[src/rtl/gol_sequencer.sv]
// -----------------------------------------------------------------------------
// gol_sequencer
//
// Control block for a serial-chain Game of Life grid of N cells. Loads the
// initial pattern bit-serially, then repeatedly steps the grid one generation,
// streams the new generation out under ready/valid backpressure and decides
// whether to stop (extinction, still life, or generation target reached).
//
// Ports:
//   i_clock        sole clock, rising edge
//   i_reset        asynchronous active-high reset, clears all state
//   i_abort        synchronous return to IDLE, clears counters and flags
//   i_bit_in       serial pattern bit (consumed by the grid head mux)
//   i_bit_valid    i_bit_in qualifier, honoured in IDLE only
//   i_start        begin (IDLE, fully loaded) or restart (DONE) a run
//   i_gen_target   generations to run, 0 = until extinct/stable
//   i_out_ready    downstream accepts o_out_bit
//   i_grid_tail    last cell of the grid chain
//   o_shift_en     advance the grid chain one position
//   o_shift_src    chain head source: 0 = bit_in, 1 = recirculate tail
//   o_update       one-cycle pulse, grid latches next generation
//   o_out_bit      current tail bit being streamed
//   o_out_valid    o_out_bit valid
//   o_gen_count    generations computed this run (saturating)
//   o_state        IDLE=0, UPDATE=1, DUMP=2, CHECK=3, DONE=4
//   o_done, o_extinct, o_stable   run-termination flags
// -----------------------------------------------------------------------------
module gol_sequencer #(
  parameter int N     = 25,
  parameter int GEN_W = 8
) (
  input  logic             i_clock,
  input  logic             i_reset,
  input  logic             i_abort,
  input  logic             i_bit_in,
  input  logic             i_bit_valid,
  input  logic             i_start,
  input  logic [GEN_W-1:0] i_gen_target,
  input  logic             i_out_ready,
  input  logic             i_grid_tail,
  output logic             o_shift_en,
  output logic             o_shift_src,
  output logic             o_update,
  output logic             o_out_bit,
  output logic             o_out_valid,
  output logic [GEN_W-1:0] o_gen_count,
  output logic [2:0]       o_state,
  output logic             o_done,
  output logic             o_extinct,
  output logic             o_stable
);

  localparam int             CNT_W  = $clog2(N + 1);
  localparam logic [CNT_W-1:0] N_CNT  = CNT_W'(N);
  localparam logic [CNT_W-1:0] LAST_BEAT = CNT_W'(N - 1);

  typedef enum logic [2:0] {
    S_IDLE   = 3'd0,
    S_UPDATE = 3'd1,
    S_DUMP   = 3'd2,
    S_CHECK  = 3'd3,
    S_DONE   = 3'd4
  } state_t;

  state_t             r_state;
  state_t             w_state_next;
  logic [CNT_W-1:0]   r_load_cnt;
  logic [CNT_W-1:0]   r_dump_cnt;
  logic [GEN_W-1:0]   r_gen_count;
  logic [N-1:0]       r_shadow;
  logic               r_shadow_valid;
  logic               r_alive;
  logic               r_mismatch;
  logic               r_extinct;
  logic               r_stable;
  logic               w_accept;

  // The serial bit goes straight from the board to the grid head mux; the
  // sequencer only qualifies it through shift_en/shift_src.
  logic w_unused_bit_in;
  assign w_unused_bit_in = i_bit_in;

  // A beat is accepted only when it is genuinely offered (not masked by
  // abort/reset) and taken by the downstream.
  assign w_accept = o_out_valid & i_out_ready;

  // ---------------------------------------------------------------------------
  // State register
  // ---------------------------------------------------------------------------
  always_ff @(posedge i_clock or posedge i_reset) begin
    if (i_reset) begin
      r_state <= S_IDLE;
    end else begin
      r_state <= w_state_next;
    end
  end

  // ---------------------------------------------------------------------------
  // Next-state and combinational grid controls
  // ---------------------------------------------------------------------------
  always_comb begin
    w_state_next = r_state;
    o_shift_en   = 1'b0;
    o_shift_src  = 1'b0;
    o_update     = 1'b0;
    o_out_valid  = 1'b0;

    case (r_state)
      S_IDLE: begin
        o_shift_en = i_bit_valid;
        if (i_start && (r_load_cnt == N_CNT)) begin
          w_state_next = S_UPDATE;
        end
      end
      S_UPDATE: begin
        o_update     = 1'b1;
        w_state_next = S_DUMP;
      end
      S_DUMP: begin
        o_out_valid = 1'b1;
        o_shift_src = 1'b1;
        o_shift_en  = i_out_ready;
        if (i_out_ready && (r_dump_cnt == LAST_BEAT)) begin
          w_state_next = S_CHECK;
        end
      end
      S_CHECK: begin
        if (!r_alive) begin
          w_state_next = S_DONE;
        end else if (r_shadow_valid && !r_mismatch) begin
          w_state_next = S_DONE;
        end else if ((i_gen_target != '0) && (r_gen_count == i_gen_target)) begin
          w_state_next = S_DONE;
        end else begin
          w_state_next = S_UPDATE;
        end
      end
      S_DONE: begin
        if (i_start) begin
          w_state_next = S_UPDATE;
        end
      end
      default: begin
        w_state_next = S_IDLE;
      end
    endcase

    // Abort freezes the chain and withdraws the current beat so that a beat
    // the downstream sees as accepted is always one the chain has advanced on.
    if (i_abort) begin
      w_state_next = S_IDLE;
      o_shift_en   = 1'b0;
      o_out_valid  = 1'b0;
    end

    // Grid controls are forced quiet for as long as reset is held.
    if (i_reset) begin
      o_shift_en  = 1'b0;
      o_update    = 1'b0;
      o_out_valid = 1'b0;
    end
  end

  // ---------------------------------------------------------------------------
  // Counters, shadow copy and termination flags
  // ---------------------------------------------------------------------------
  always_ff @(posedge i_clock or posedge i_reset) begin
    if (i_reset) begin
      r_load_cnt     <= '0;
      r_dump_cnt     <= '0;
      r_gen_count    <= '0;
      r_shadow       <= '0;
      r_shadow_valid <= 1'b0;
      r_alive        <= 1'b0;
      r_mismatch     <= 1'b0;
      r_extinct      <= 1'b0;
      r_stable       <= 1'b0;
    end else if (i_abort) begin
      r_load_cnt     <= '0;
      r_dump_cnt     <= '0;
      r_gen_count    <= '0;
      r_shadow_valid <= 1'b0;
      r_alive        <= 1'b0;
      r_mismatch     <= 1'b0;
      r_extinct      <= 1'b0;
      r_stable       <= 1'b0;
    end else begin
      case (r_state)
        S_IDLE: begin
          if (i_bit_valid && (r_load_cnt != N_CNT)) begin
            r_load_cnt <= r_load_cnt + CNT_W'(1);
          end
        end
        S_UPDATE: begin
          if (r_gen_count != '1) begin
            r_gen_count <= r_gen_count + GEN_W'(1);
          end
          r_dump_cnt <= '0;
          r_alive    <= 1'b0;
          r_mismatch <= 1'b0;
        end
        S_DUMP: begin
          if (w_accept) begin
            r_alive    <= r_alive | i_grid_tail;
            // The shadow holds the previous dump in beat order, so the bit
            // falling out of it is the same cell one generation earlier.
            r_shadow   <= {r_shadow[N-2:0], i_grid_tail};
            r_mismatch <= r_mismatch | (i_grid_tail != r_shadow[N-1]);
            r_dump_cnt <= r_dump_cnt + CNT_W'(1);
          end
        end
        S_CHECK: begin
          r_shadow_valid <= 1'b1;
          if (!r_alive) begin
            r_extinct <= 1'b1;
          end else if (r_shadow_valid && !r_mismatch) begin
            r_stable <= 1'b1;
          end
        end
        S_DONE: begin
          // Restart keeps the grid contents but begins a fresh comparison
          // history, so the first new generation can never read as stable.
          if (i_start) begin
            r_gen_count    <= '0;
            r_extinct      <= 1'b0;
            r_stable       <= 1'b0;
            r_shadow_valid <= 1'b0;
          end
        end
        default: begin
        end
      endcase
    end
  end

  assign o_out_bit   = i_grid_tail;
  assign o_gen_count = r_gen_count;
  assign o_state     = r_state;
  assign o_done      = (r_state == S_DONE);
  assign o_extinct   = r_extinct;
  assign o_stable    = r_stable;

endmodule
[config.mk]
export PLATFORM = sky130hd
export DESIGN_NAME = gol_sequencer
export DESIGN_NICKNAME = d
export VERILOG_FILES = /design/src/rtl/gol_sequencer.sv
export SDC_FILE = /design/constraint.sdc
export NUM_CORES = 1
export LEC_CHECK = 0
export ABC_AREA = 1
export CORE_MARGIN = 3
export CORE_UTILIZATION = 35
export CTS_BUF_LIST = sky130_fd_sc_hd__clkbuf_4 sky130_fd_sc_hd__clkbuf_8 sky130_fd_sc_hd__clkbuf_16
export DETAILED_ROUTE_END_ITERATION = 8
export GPL_TIMING_DRIVEN = 0
export HOLD_SLACK_MARGIN = 0.15
export PLACE_DENSITY_LB_ADDON = 0.25
export SYNTH_ARGS = -nofsm -noshare
export SYNTH_HDL_FRONTEND = slang
export SYNTH_SLANG_ARGS = --single-unit
export TNS_END_PERCENT = 5
[constraint.sdc]
create_clock -name i_clock -period 1.75 [get_ports i_clock]
set_input_delay 0.35 -clock i_clock [delete_from_list [all_inputs] [get_ports i_clock]]
set_output_delay 0.35 -clock i_clock [all_outputs]
set_load 0.02 [all_outputs]
==> impl_metrics.sql <==
INSERT INTO impl_metrics (metric_group, metric, value, unit) VALUES
('clocking', 'cts-buffers-inserted', '5', ''),
('synthesis', 'post_synth_xor_area_fraction', '0.00952', ''),
('critical_path', 'launch_instance_of_the_worst_register_to_register_path', 'o_state[1]', ''),
('critical_path', 'critical_path_buf_inv_count', '3', ''),
('hold_path', 'worst_hold_path_type', 'primary input to asynchronous set/reset pin', ''),
('grt', 'total_routing_usage_gr', '0.145', ''),
('synthesis', 'ys_top_cells_by_count', 'nand2_1, dfrtp_1, inv_1', ''),
('clocking', 'cts.sink_count', '51', ''),
('floorplan', 'design.die.area', '8990', 'um^2'),
('grt', 'globalRouteOverflowTotal', '0', ''),
('status', 'violated_checks', 'setup timing', ''),
('timing', 'setup_viol', '3', ''),
('timing', 'timing.hold.ws', '0.188', 'ns'),
('clocking', 'cts_root_buffer', 'clkbuf_8', ''),
('grt', 'pin_count_of_the_biggest_net_entering_global_routing', '42', ''),
('critical_path', 'worstPathRequired', '1.40', 'ns'),
('placed_design', 'place.port_buffers', '33', ''),
('synthesis', 'net_count_synth', '364', ''),
('critical_path', 'slowest_stage_cell_on_the_critical_path', 'dfrtp_2', ''),
('critical_path', 'worst_setup_path_start_kind', 'flip-flop', ''),
('synthesis', 'synth_warnings', '0', ''),
('timing', 'relSlewSlack', '0.681', ''),
('cells_and_area', 'final_area', '3490', 'um^2'),
('drt', 'detailedRoute.firstPassIterationCount', '4', ''),
('floorplan', 'die_h', '94.8', 'um'),
('timing', 'period_needed', '1.80', 'ns'),
('clocking', 'cts_htree_levels', '2', ''),
('critical_path', 'max_fanout_on_critical_path', '5', ''),
('cells_and_area', 'seq_area', '1280', 'um^2'),
('drt', 'detail_route.wirelength', '6100', 'um'),
('critical_path', 'timing.rr.end', 'o_gen_count[0]', ''),
('clocking', 'tritoncts', 'built', ''),
('clocking', 'clkLatencyLatePin', '0.31', 'ns'),
('floorplan', 'floorplan.rows', '31', ''),
('status', 'run_status', 'complete, but fails checks', ''),
('cells_and_area', 'flow.area_growth_from_synthesis', '26.5', '%'),
('critical_path', 'critPathArrivalTime', '1.45', 'ns'),
('critical_path', 'crit_path_cell_trace', 'buf_6 -> inv_8 -> nand4_1 -> nor2_2 -> buf_6', ''),
('synthesis', 'synthesized_flop_and_latch_total', '51', ''),
('drt', 'antenna_left', '0', ''),
('drt', 'vias_per_cell', '4.61', ''),
('timing', 'worst_clock_skew', '0.00554', 'ns'),
('cells_and_area', 'nNetsFinal', '419', ''),
('floorplan', 'standard_cell_core_area', '7450', 'um^2'),
('grt', 'grt-busiest-layer', 'met2', ''),
('drt', 'detailed_router_s_first_iteration_violation_count', '77', ''),
('critical_path', 'timing.reg2reg.setup_slack', '0.12', 'ns'),
('drt', 'wire_per_inst', '12.2', 'um'),
('placed_design', 'detailed_place.area', '3240', 'um^2'),
('synthesis', 'synthesis.area_per_instance', '8.05', 'um^2'),
('synthesis', 'synth.yosys.seq_area_share', '0.462', ''),
('synthesis', 'post_synth_and_or_nand_nor_area_fraction', '0.266', ''),
('critical_path', 'cpPeakStageDelay', '0.46', 'ns'),
('clocking', 'cts-root-to-sink-buffers', '2', ''),
('critical_path', 'library_cell_appearing_most_often_on_the_critical_path', 'buf_6', ''),
('cells_and_area', 'filler_cell_count_in_the_final_layout', '751', ''),
('power_and_ir_drop', 'power.static_leakage', '1.73', 'nW'),
('clocking', 'clkSlewWorstSetupHoldPaths', '0.10', 'ns'),
('critical_path', 'path_depth_of_the_worst_reg2reg_path', '11', ''),
('synthesis', 'synthCells', '343', ''),
('placed_design', 'dp_worst_setup_slack', '-0.888', 'ns'),
('clocking', 'cts_hold_buf', '0', ''),
('grt', 'grt.met2_usage', '0.238', ''),
('timing', 'post-route-worst-setup-slack', '-0.0468', 'ns'),
('grt', 'antenna_found_initial', '0', ''),
('job', 'drv_cap', '0', ''),
('timing', 'worst_slew_pin_slew', '0.479', 'ns'),
('timing', 'final-max-slew-violation-count', '0', ''),
('timing', 'clock.fmax', '0.557', 'GHz'),
('critical_path', 'timing.critical_path.max_delay_family', 'flip-flops', ''),
('power_and_ir_drop', 'power_density', '1060', 'nW/um^2');
how the worst max path moves through the flow:
stage	startpoint	slack, ns	to	cells after the start
after global routing	o_state[1]	-0.12	o_shift_en	7
after floorplan	o_state[1]	-0.05	o_shift_en	6
final	o_state[2]	-0.05	o_out_valid	5
after CTS	o_state[1]	-0.09	o_shift_en	7
after detailed placement	i_abort	-0.89	o_out_valid	6
after global placement	i_reset	-1.14	o_state[1]	2
registers in the layout (all words and copies together), names as in the netlist:
| name | cells |
|---|---|
| o_extinct | 1 |
| o_gen_count | 8 |
| o_stable | 1 |
| o_state | 3 |
| r_alive | 1 |
| r_dump_cnt | 5 |
| r_load_cnt | 5 |
| r_mismatch | 1 |
| r_shadow | 25 |
| r_shadow_valid | 1 |
area by class of cell:
cell class / instances / area share
tap: 99 / 0.0355
multi-input combinational: 227 / 0.356
timing repair buffer: 49 / 0.128
sequential: 51 / 0.367
clock inverter: 2 / 0.00502
inverter: 54 / 0.0602
buffer: 10 / 0.0262
clock buffer: 6 / 0.0219
metal layers:
layer	up-vias	wire, um
met2	40	2850
met3	7	265
li1	1195	-
met5	-	0
met4	0	89
met1	1052	2890
cells in the final DEF, fill, tap and decap left out, drive strengths merged:
cell type,n
clkinv,2
xor2,3
or2,1
nor2,45
a41oi,1
mux2,1
nand4,10
a31oi,1
o21ai,30
dlygate4sd2,13
nor3b,1
a21oi,27
dlymetal6s2s,1
ha,5
inv,54
nand3,17
nor3,6
buf,28
dfrtp,51
nand2,79
clkbuf,9
clkdlybuf4s50,14
cells by family after synthesis:
kind of cell | Yosys count
adder cells (fa/ha/maj) | 5
AO/OA/AOI/OAI | 59
multiplexers | 1
AND/OR/NAND/NOR | 159
buffers and inverters | 65
XOR/XNOR | 3
flip-flops | 51
report_power, final:
part | internal [mW] | leakage [nW] | switching [mW]
clock network | 0.303 | 0.0488 | 0.405
logic | 0.538 | 1.04 | 0.692
registers | 1.54 | 0.637 | 0.211
repair_timing:
action | 4_1_cts | 5_1_grt
setup endpoints to repair | 15 | 9
resized for setup | 56 | 8
buffers inserted | 11 | 4
pin swaps | 8 | 8
Note: power is estimated with default switching activity, not from simulation.
